**src/rtl/coproc_pkg.sv**
```systemverilog
// rtl/coproc_pkg.sv - shared opcodes, state encoding and instruction field layout
package coproc_pkg;

   localparam logic [2:0] OP_LOAD   = 3'b000;
   localparam logic [2:0] OP_ADD    = 3'b001;
   localparam logic [2:0] OP_SUB    = 3'b010;
   localparam logic [2:0] OP_MUL    = 3'b011;
   localparam logic [2:0] OP_TRANSP = 3'b100;
   localparam logic [2:0] OP_SCALAR = 3'b101;

   typedef enum logic [2:0] {
      ST_IDLE,
      ST_FETCH,
      ST_DECODE,
      ST_LOAD,
      ST_EXEC,
      ST_WB,
      ST_DONE
   } state_t;

   // Instruction word layout (low 16 bits of the fetched memory word)
   localparam int INSTR_W   = 16;
   localparam int OPC_LSB   = 0;
   localparam int OPC_W     = 3;
   localparam int SIZE_LSB  = 3;
   localparam int SIZE_W    = 3;
   localparam int BANK_BIT  = 6;
   localparam int LADDR_LSB = 7;
   localparam int LADDR_W   = 8;

   localparam int DEF_INSTR_ADDR = 0;
   localparam int DEF_RES_ADDR   = 3;

endpackage

```
**src/rtl/matrix_coproc_ctrl_if.sv**
```systemverilog
// rtl/matrix_coproc_ctrl_if.sv - memory and matrix ALU handshake bundle
interface matrix_coproc_ctrl_if #(
   parameter int DATA_W = 200,
   parameter int ADDR_W = 8,
   parameter int ELEM_W = 8
);
   logic [DATA_W-1:0] mem_rdata;
   logic              mem_rvalid;
   logic              mem_wready;
   logic [ADDR_W-1:0] mem_addr;
   logic              mem_re;
   logic              mem_we;
   logic [DATA_W-1:0] mem_wdata;

   logic [DATA_W-1:0] alu_a;
   logic [DATA_W-1:0] alu_b;
   logic [2:0]        alu_opcode;
   logic [2:0]        alu_size;
   logic [ELEM_W-1:0] alu_scalar;
   logic              alu_start;
   logic [DATA_W-1:0] alu_result;
   logic              alu_done;

   // Controller side
   modport master (
      input  mem_rdata, mem_rvalid, mem_wready, alu_result, alu_done,
      output mem_addr, mem_re, mem_we, mem_wdata,
             alu_a, alu_b, alu_opcode, alu_size, alu_scalar, alu_start
   );

   // Memory / ALU side
   modport slave (
      output mem_rdata, mem_rvalid, mem_wready, alu_result, alu_done,
      input  mem_addr, mem_re, mem_we, mem_wdata,
             alu_a, alu_b, alu_opcode, alu_size, alu_scalar, alu_start
   );
endinterface

```
**src/rtl/coproc_instr_decode.sv**
```systemverilog
// rtl/coproc_instr_decode.sv - instruction field extraction and size legality check
module coproc_instr_decode
   import coproc_pkg::*;
#(
   parameter int MAX_N = 5
) (
   input  logic [INSTR_W-1:0] instr,
   output logic [OPC_W-1:0]   opcode,
   output logic [SIZE_W-1:0]  size,
   output logic               bank,
   output logic [LADDR_W-1:0] load_addr,
   output logic               legal
);

   // The top bit is reserved and deliberately ignored.
   logic unused_reserved;
   assign unused_reserved = instr[INSTR_W-1];

   // Split fields; loads never use the size so only ALU ops are range checked
   always_comb begin
      opcode    = instr[OPC_LSB +: OPC_W];
      size      = instr[SIZE_LSB +: SIZE_W];
      bank      = instr[BANK_BIT];
      load_addr = instr[LADDR_LSB +: LADDR_W];
      legal     = (opcode == OP_LOAD) ||
                  ((size >= 3'd2) && (int'(size) <= MAX_N));
   end

endmodule

```
**src/rtl/matrix_coproc_ctrl.sv**
```systemverilog
// rtl/matrix_coproc_ctrl.sv - matrix coprocessor instruction sequencer
module matrix_coproc_ctrl
   import coproc_pkg::*;
#(
   parameter int ELEM_W     = 8,
   parameter int MAX_N      = 5,
   parameter int DATA_W     = ELEM_W * MAX_N * MAX_N,
   parameter int ADDR_W     = 8,
   parameter int INSTR_ADDR = DEF_INSTR_ADDR,
   parameter int RES_ADDR   = DEF_RES_ADDR,
   parameter int TIMEOUT    = 255
) (
   input  logic                 clk,
   input  logic                 reset,
   input  logic                 start,
   matrix_coproc_ctrl_if.master bus,
   output logic                 busy,
   output logic                 done,
   output logic                 err
);

   localparam int CNT_W = $clog2(TIMEOUT + 1);
   localparam logic [CNT_W-1:0] CNT_LAST = CNT_W'(TIMEOUT - 1);

   state_t state_q, state_d;

   logic [INSTR_W-1:0] instr_q;
   logic [DATA_W-1:0]  a_q, b_q, res_q;
   logic [OPC_W-1:0]   opcode_q;
   logic [SIZE_W-1:0]  size_q;
   logic               bank_q;
   logic [ELEM_W-1:0]  scalar_q;
   logic [CNT_W-1:0]   cnt_q;
   logic               err_q;

   logic [OPC_W-1:0]   dec_opcode;
   logic [SIZE_W-1:0]  dec_size;
   logic               dec_bank;
   logic [LADDR_W-1:0] dec_load_addr;
   logic               dec_legal;

   // The start cycle (cnt_q == 0) ignores alu_done so a stale pulse cannot complete the op
   logic exec_first, alu_ok;
   assign exec_first = (cnt_q == '0);
   assign alu_ok     = !exec_first && bus.alu_done;

   coproc_instr_decode #(.MAX_N(MAX_N)) u_decode (
      .instr     (instr_q),
      .opcode    (dec_opcode),
      .size      (dec_size),
      .bank      (dec_bank),
      .load_addr (dec_load_addr),
      .legal     (dec_legal)
   );

   // State register and datapath registers
   always_ff @(posedge clk) begin
      if (reset) begin
         state_q  <= ST_IDLE;
         instr_q  <= '0;
         a_q      <= '0;
         b_q      <= '0;
         res_q    <= '0;
         opcode_q <= '0;
         size_q   <= '0;
         bank_q   <= 1'b0;
         scalar_q <= '0;
         cnt_q    <= '0;
         err_q    <= 1'b0;
      end else begin
         state_q <= state_d;
         case (state_q)
            ST_IDLE: begin
               if (start) err_q <= 1'b0;
            end
            ST_FETCH: begin
               if (bus.mem_rvalid) instr_q <= bus.mem_rdata[INSTR_W-1:0];
            end
            ST_DECODE: begin
               opcode_q <= dec_opcode;
               size_q   <= dec_size;
               bank_q   <= dec_bank;
               scalar_q <= b_q[ELEM_W-1:0];
               cnt_q    <= '0;
               if (!dec_legal) err_q <= 1'b1;
            end
            ST_LOAD: begin
               if (bus.mem_rvalid) begin
                  if (bank_q) b_q <= bus.mem_rdata;
                  else        a_q <= bus.mem_rdata;
               end
            end
            ST_EXEC: begin
               cnt_q <= cnt_q + 1'b1;
               if (alu_ok)                  res_q <= bus.alu_result;
               else if (cnt_q == CNT_LAST)  err_q <= 1'b1;
            end
            default: ;
         endcase
      end
   end

   // Next state and handshake outputs; every output idles at zero
   always_comb begin
      state_d       = state_q;
      bus.mem_re    = 1'b0;
      bus.mem_we    = 1'b0;
      bus.mem_addr  = '0;
      bus.mem_wdata = '0;
      bus.alu_start = 1'b0;
      case (state_q)
         ST_IDLE: begin
            if (start) state_d = ST_FETCH;
         end
         ST_FETCH: begin
            bus.mem_re   = 1'b1;
            bus.mem_addr = ADDR_W'(INSTR_ADDR);
            if (bus.mem_rvalid) state_d = ST_DECODE;
         end
         ST_DECODE: begin
            if (!dec_legal)                    state_d = ST_DONE;
            else if (dec_opcode == OP_LOAD)    state_d = ST_LOAD;
            else                               state_d = ST_EXEC;
         end
         ST_LOAD: begin
            bus.mem_re   = 1'b1;
            bus.mem_addr = ADDR_W'(dec_load_addr);
            if (bus.mem_rvalid) state_d = ST_DONE;
         end
         ST_EXEC: begin
            bus.alu_start = exec_first;
            if (alu_ok)                  state_d = ST_WB;
            else if (cnt_q == CNT_LAST)  state_d = ST_DONE;
         end
         ST_WB: begin
            bus.mem_we    = 1'b1;
            bus.mem_addr  = ADDR_W'(RES_ADDR);
            bus.mem_wdata = res_q;
            if (bus.mem_wready) state_d = ST_DONE;
         end
         ST_DONE: begin
            state_d = ST_IDLE;
         end
         default: state_d = ST_IDLE;
      endcase
   end

   assign bus.alu_a      = a_q;
   assign bus.alu_b      = b_q;
   assign bus.alu_opcode = opcode_q;
   assign bus.alu_size   = size_q;
   assign bus.alu_scalar = scalar_q;

   assign busy = (state_q != ST_IDLE);
   assign done = (state_q == ST_DONE);
   assign err  = err_q;

endmodule

```
**src/flat_wrapper.sv**
```systemverilog
// flat-port wrapper written by rule: the top's interface ports become plain ports
module matrix_coproc_ctrl_flat import coproc_pkg::*;
#(
   parameter int ELEM_W     = 8,
   parameter int MAX_N      = 5,
   parameter int DATA_W     = ELEM_W * MAX_N * MAX_N,
   parameter int ADDR_W     = 8,
   parameter int INSTR_ADDR = DEF_INSTR_ADDR,
   parameter int RES_ADDR   = DEF_RES_ADDR,
   parameter int TIMEOUT    = 255
)
  (clk, reset, start, busy, done, err, bus_mem_rdata, bus_mem_rvalid, bus_mem_wready, bus_alu_result, bus_alu_done, bus_mem_addr, bus_mem_re, bus_mem_we, bus_mem_wdata, bus_alu_a, bus_alu_b, bus_alu_opcode, bus_alu_size, bus_alu_scalar, bus_alu_start);
  matrix_coproc_ctrl_if #(.DATA_W(DATA_W), .ADDR_W(ADDR_W), .ELEM_W(ELEM_W)) bus_i ();
  input  logic clk;
  input  logic reset;
  input  logic start;
  output logic busy;
  output logic done;
  output logic err;
  input wire logic [$bits(bus_i.mem_rdata)-1:0] bus_mem_rdata;
  input wire logic [$bits(bus_i.mem_rvalid)-1:0] bus_mem_rvalid;
  input wire logic [$bits(bus_i.mem_wready)-1:0] bus_mem_wready;
  input wire logic [$bits(bus_i.alu_result)-1:0] bus_alu_result;
  input wire logic [$bits(bus_i.alu_done)-1:0] bus_alu_done;
  output wire logic [$bits(bus_i.mem_addr)-1:0] bus_mem_addr;
  output wire logic [$bits(bus_i.mem_re)-1:0] bus_mem_re;
  output wire logic [$bits(bus_i.mem_we)-1:0] bus_mem_we;
  output wire logic [$bits(bus_i.mem_wdata)-1:0] bus_mem_wdata;
  output wire logic [$bits(bus_i.alu_a)-1:0] bus_alu_a;
  output wire logic [$bits(bus_i.alu_b)-1:0] bus_alu_b;
  output wire logic [$bits(bus_i.alu_opcode)-1:0] bus_alu_opcode;
  output wire logic [$bits(bus_i.alu_size)-1:0] bus_alu_size;
  output wire logic [$bits(bus_i.alu_scalar)-1:0] bus_alu_scalar;
  output wire logic [$bits(bus_i.alu_start)-1:0] bus_alu_start;
  assign bus_i.mem_rdata = bus_mem_rdata;
  assign bus_i.mem_rvalid = bus_mem_rvalid;
  assign bus_i.mem_wready = bus_mem_wready;
  assign bus_i.alu_result = bus_alu_result;
  assign bus_i.alu_done = bus_alu_done;
  assign bus_mem_addr = bus_i.mem_addr;
  assign bus_mem_re = bus_i.mem_re;
  assign bus_mem_we = bus_i.mem_we;
  assign bus_mem_wdata = bus_i.mem_wdata;
  assign bus_alu_a = bus_i.alu_a;
  assign bus_alu_b = bus_i.alu_b;
  assign bus_alu_opcode = bus_i.alu_opcode;
  assign bus_alu_size = bus_i.alu_size;
  assign bus_alu_scalar = bus_i.alu_scalar;
  assign bus_alu_start = bus_i.alu_start;
  matrix_coproc_ctrl #(.ELEM_W(ELEM_W), .MAX_N(MAX_N), .DATA_W(DATA_W), .ADDR_W(ADDR_W), .INSTR_ADDR(INSTR_ADDR), .RES_ADDR(RES_ADDR), .TIMEOUT(TIMEOUT)) u_core (.clk(clk), .reset(reset), .start(start), .bus(bus_i), .busy(busy), .done(done), .err(err));
endmodule
```
**config.mk**
```make
export PLATFORM = sky130hd
export DESIGN_NAME = matrix_coproc_ctrl_flat
export DESIGN_NICKNAME = d
export VERILOG_FILES = /design/src/rtl/coproc_pkg.sv /design/src/rtl/matrix_coproc_ctrl_if.sv /design/src/rtl/coproc_instr_decode.sv /design/src/rtl/matrix_coproc_ctrl.sv /design/src/flat_wrapper.sv
export SDC_FILE = /design/constraint.sdc
export NUM_CORES = 1
export LEC_CHECK = 0
export CAP_MARGIN = 20
export CORE_AREA = 3 3 397 399
export CTS_BUF_LIST = sky130_fd_sc_hd__clkbuf_16
export CTS_CLUSTER_DIAMETER = 60
export DETAILED_ROUTE_END_ITERATION = 8
export DIE_AREA = 0 0 400 402
export RECOVER_POWER = 100
export SYNTH_ARGS = -nofsm -noshare
export SYNTH_HDL_FRONTEND = slang
export SYNTH_SLANG_ARGS = --single-unit
```
**constraint.sdc**
```tcl
create_clock -name clk -period 2.6 [get_ports clk]
set_input_delay 0.78 -clock clk [delete_from_list [all_inputs] [get_ports clk]]
set_output_delay 0.78 -clock clk [all_outputs]
set_load 0.05 [all_outputs]
```
==> reports/metrics.yaml <==
cells_and_area:
  layout_commonest_cell: "nand2_1"
  fin_util_pct: 28.2
  fillers: 16400
  fin_cells: 6213
  layout_common_cells: "1,262 x nand2_1, 637 x a21oi_1, 637 x dfxtp_1"
  finish.instance_area_sq_um: 43400
  register_area_sq_um: 12900
  drive_gt1_share_pct: 18.0
  fin_nets: 4496
  multi_input_area_sq_um: 10300
  area_growth_pct: 83.3
sta:
  fin_crit_sh_pct: 113
  finalSetupViolCount: 212
  fmax_ghz: 0.341
  rsz0062_at_grt: "true"
  hold_viol_final: 0
  fin_ws_ps: -331
  relSlewSlack_pct: 50.3
  finalCriticalPeriod_ps: 2930
  skew_ps: 39.1
  tightest_slew_ps: 746
  finalSetupTns_ps: -50050
  drv_slew: 0
pwr:
  p_leak_nw: 20.9
  pwr-share-comb_pct: 12.1
  p_int_w: 0.0180
  sw_frac_of_total_pct: 27.2
  pwr-share-clk_pct: 46.9
  seqPwrFrac_pct: 41.0
  p_switching_w: 0.00673
  ir_drop_uv: 492
  cellPowerDensity_nw_per_um2: 569
worst_setup_path:
  cp.required_ps: 1820
  r2r-start: "u_core.state_q[1]"
  r2r_cells: 13
  critPathCapture: "bus_mem_wdata[21]"
  worstSetupEndpointType: "output port"
  critPathKind: "reg -> out"
  cp-startpoint: "u_core.state_q[1]"
  r2r-end: "u_core.bus.alu_a[65]"
  r2r_slack_ps: 80
  cp-start-kind: "register"
  worstPathMaxFanout: 10
  critPathArrivalTime_ps: 2150
clock_tree:
  numCtsBuffers: 86
  clk_pin_slew_ps: 60
  ctsHoldBuffers: 0
  cts_buffer_depth: 3
  root_buffer: "clkbuf_16"
  cts_tree: "yes"
  h-tree-depth: 3
  clock-sinks: 642
  worstSkewPairLatency_ps: 680
place:
  placed_area_sq_um: 38800
  place.gp.congestion: 0.885
  portBuffers: 1033
  place_hpwl_um: 110000
  dp_cells: 6015
die:
  num_rows: 144
  ioPinCount: 1034
  dieArea_sq_um: 161000
  floorplan.initialDensity_pct: 15.4
  die_x_um: 400
  coreArea_sq_um: 154000
  die_y_um: 402
logic_synthesis:
  synth_nets: 3477
  yosysUniqueCellTypes: 45
  syn-instance-count: 3068
  mappedNetlistArea_sq_um: 23700
  avgSynthCellArea_sq_um: 7.72
  synth-seq-cells: 642
  synth-edff-count: 0
  ys_async_sr_fraction_pct: 0
  seq_area_frac_synth_pct: 54.3
  synthFlopType: "dfxtp_1"
  yosys_warnings: 0
detailed_routing:
  wire_per_inst_um: 22.7
  drt_pre_antenna_iters: 6
  first_iter_violations: 1847
  wirelength_um: 141000
  ant_nets: 0
  dr_total_vias: 25100
  drc: 0
  detail_route.vias_per_cell: 4.04
global_routing:
  antenna_found_initial: 57
  grt_pass1_wl_um: 191000
  track_usage_pct: 16.7
  overflow: 0
  grt_max_degree: 98
  first_global_vias: 24200
run:
  max-cap-violations: 0
worst_hold_path:
  hp-class: "reg -> reg"
status:
  violations: "setup timing"
  status: "finished with violations"
-- synthesized netlist by cell type (3+ instances only) --
master / count / area (sq um)
a21oi_1: 637 / 3190
and2_1: 207 / 1290
and3_1: 3 / 18.8
buf_2: 42 / 210
buf_4: 5 / 37.5
buf_6: 10 / 113
clkbuf_1: 179 / 672
dfxtp_1: 642 / 12900
ha_1: 3 / 37.5
inv_1: 6 / 22.5
nand2_1: 1263 / 4740
nand3_1: 5 / 25.0
nand3b_1: 3 / 22.5
nor2_1: 10 / 37.5
nor3_1: 3 / 15.0
o21ai_0: 5 / 25.0
or3_1: 5 / 31.3
-- registers in the layout, indices dropped and copies added, names as in the netlist --
signal / count
u_core.instr_q: 15
u_core.state_q: 3
u_core.bus.alu_a: 200
u_core.err: 1
u_core.bus.alu_opcode: 3
u_core.res_q: 200
u_core.bus.alu_size: 3
u_core.cnt_q: 8
u_core.bank_q: 1
u_core.bus.alu_b: 200
u_core.bus.alu_scalar: 8
-- worst min-delay path by stage --
stage	from	end	slack (ps)	cells past startpoint
final	u_core.bus.alu_b[165]	u_core.bus.alu_b[165]	450	2
after global routing	u_core.bus.alu_a[23]	u_core.bus.alu_a[23]	460	2
after CTS	u_core.res_q[86]	u_core.res_q[86]	450	2
after detailed placement	u_core.res_q[69]	u_core.res_q[69]	440	2
after global placement	u_core.res_q[101]	u_core.res_q[101]	440	2
after floorplan	u_core.res_q[193]	u_core.res_q[193]	430	2
-- power groups by stage --
stage / Sequential [W] / Clock, W / Combinational, W
finish: 0.0101 / 0.0116 / 0.00299
global route: 0.0101 / 0.0123 / 0.00316
CTS: 0.0101 / 0.0119 / 0.00293
detailed placement: 0.0103 / 0 / 0.00278
global placement: 0.0103 / 0 / 0.00278
floorplan: 0.0107 / 0 / 0.000783
-- critical path, cell delays in order (launching register included) --
cell,delay [ps]
dfxtp_2,320
and3b_4,320
buf_12,170
buf_16,170
buf_12,140
and2_1,170
buf_12,140
-- per-stage QoR --
| stage | total power (W) | hold slack [ps] | setup WS [ps] |
|---|---|---|---|
| floorplan | 0.0115 | 432 | -68.8 |
| global placement | 0.0131 | 437 | 1.14 |
| detailed placement | 0.0131 | 442 | -41.4 |
| CTS | 0.0250 | 449 | -419 |
| global route | 0.0256 | 463 | -425 |
| finish | 0.0247 | 447 | -331 |
-- timing repair --
item / 4_1_cts / 5_1_grt
setup endpoints to repair: 547 / 547
gates cloned: 7 / 2
gates resized for setup: 142 / 409
setup buffers: 12 / 8
pin swaps: 28 / 26
-- area by class of cell --
type	count	area share, %
Multi-Input combinational cell	2182	23.6
Clock inverter	64	1.33
Tap cell	2044	5.89
Sequential cell	642	29.6
Timing Repair Buffer	1169	34.3
Clock buffer	87	5.01
Inverter	6	0.0519
Antenna cell	19	0.110
-- cell families (layout without fill, tap and decap cells) --
group	count (synthesis)	count (layout)	synth area share, %
xor gates and xnor gates	1	1	0.0370
buffers and inverters	244	1326	4.49
muxes	1	1	0.0476
adders and majority gates	3	3	0.159
other	0	19	0
and+or+nand+nor	1515	1515	26.7
DFF	642	642	54.3
AOI/OAI and AO/OA	662	662	14.3
-- metal layers --
| metal | vias up | part of all wire [%] | global-route usage, % |
|---|---|---|---|
| li1 | 11900 | - | - |
| met1 | 12000 | 40 | 20.3 |
| met2 | 1020 | 48 | 27.6 |
| met5 | - | 0.062 | 0 |
| met3 | 219 | 9.7 | 5.86 |
| met4 | 12 | 2.4 | 4.56 |
Note: power is estimated with default switching activity, not from simulation.
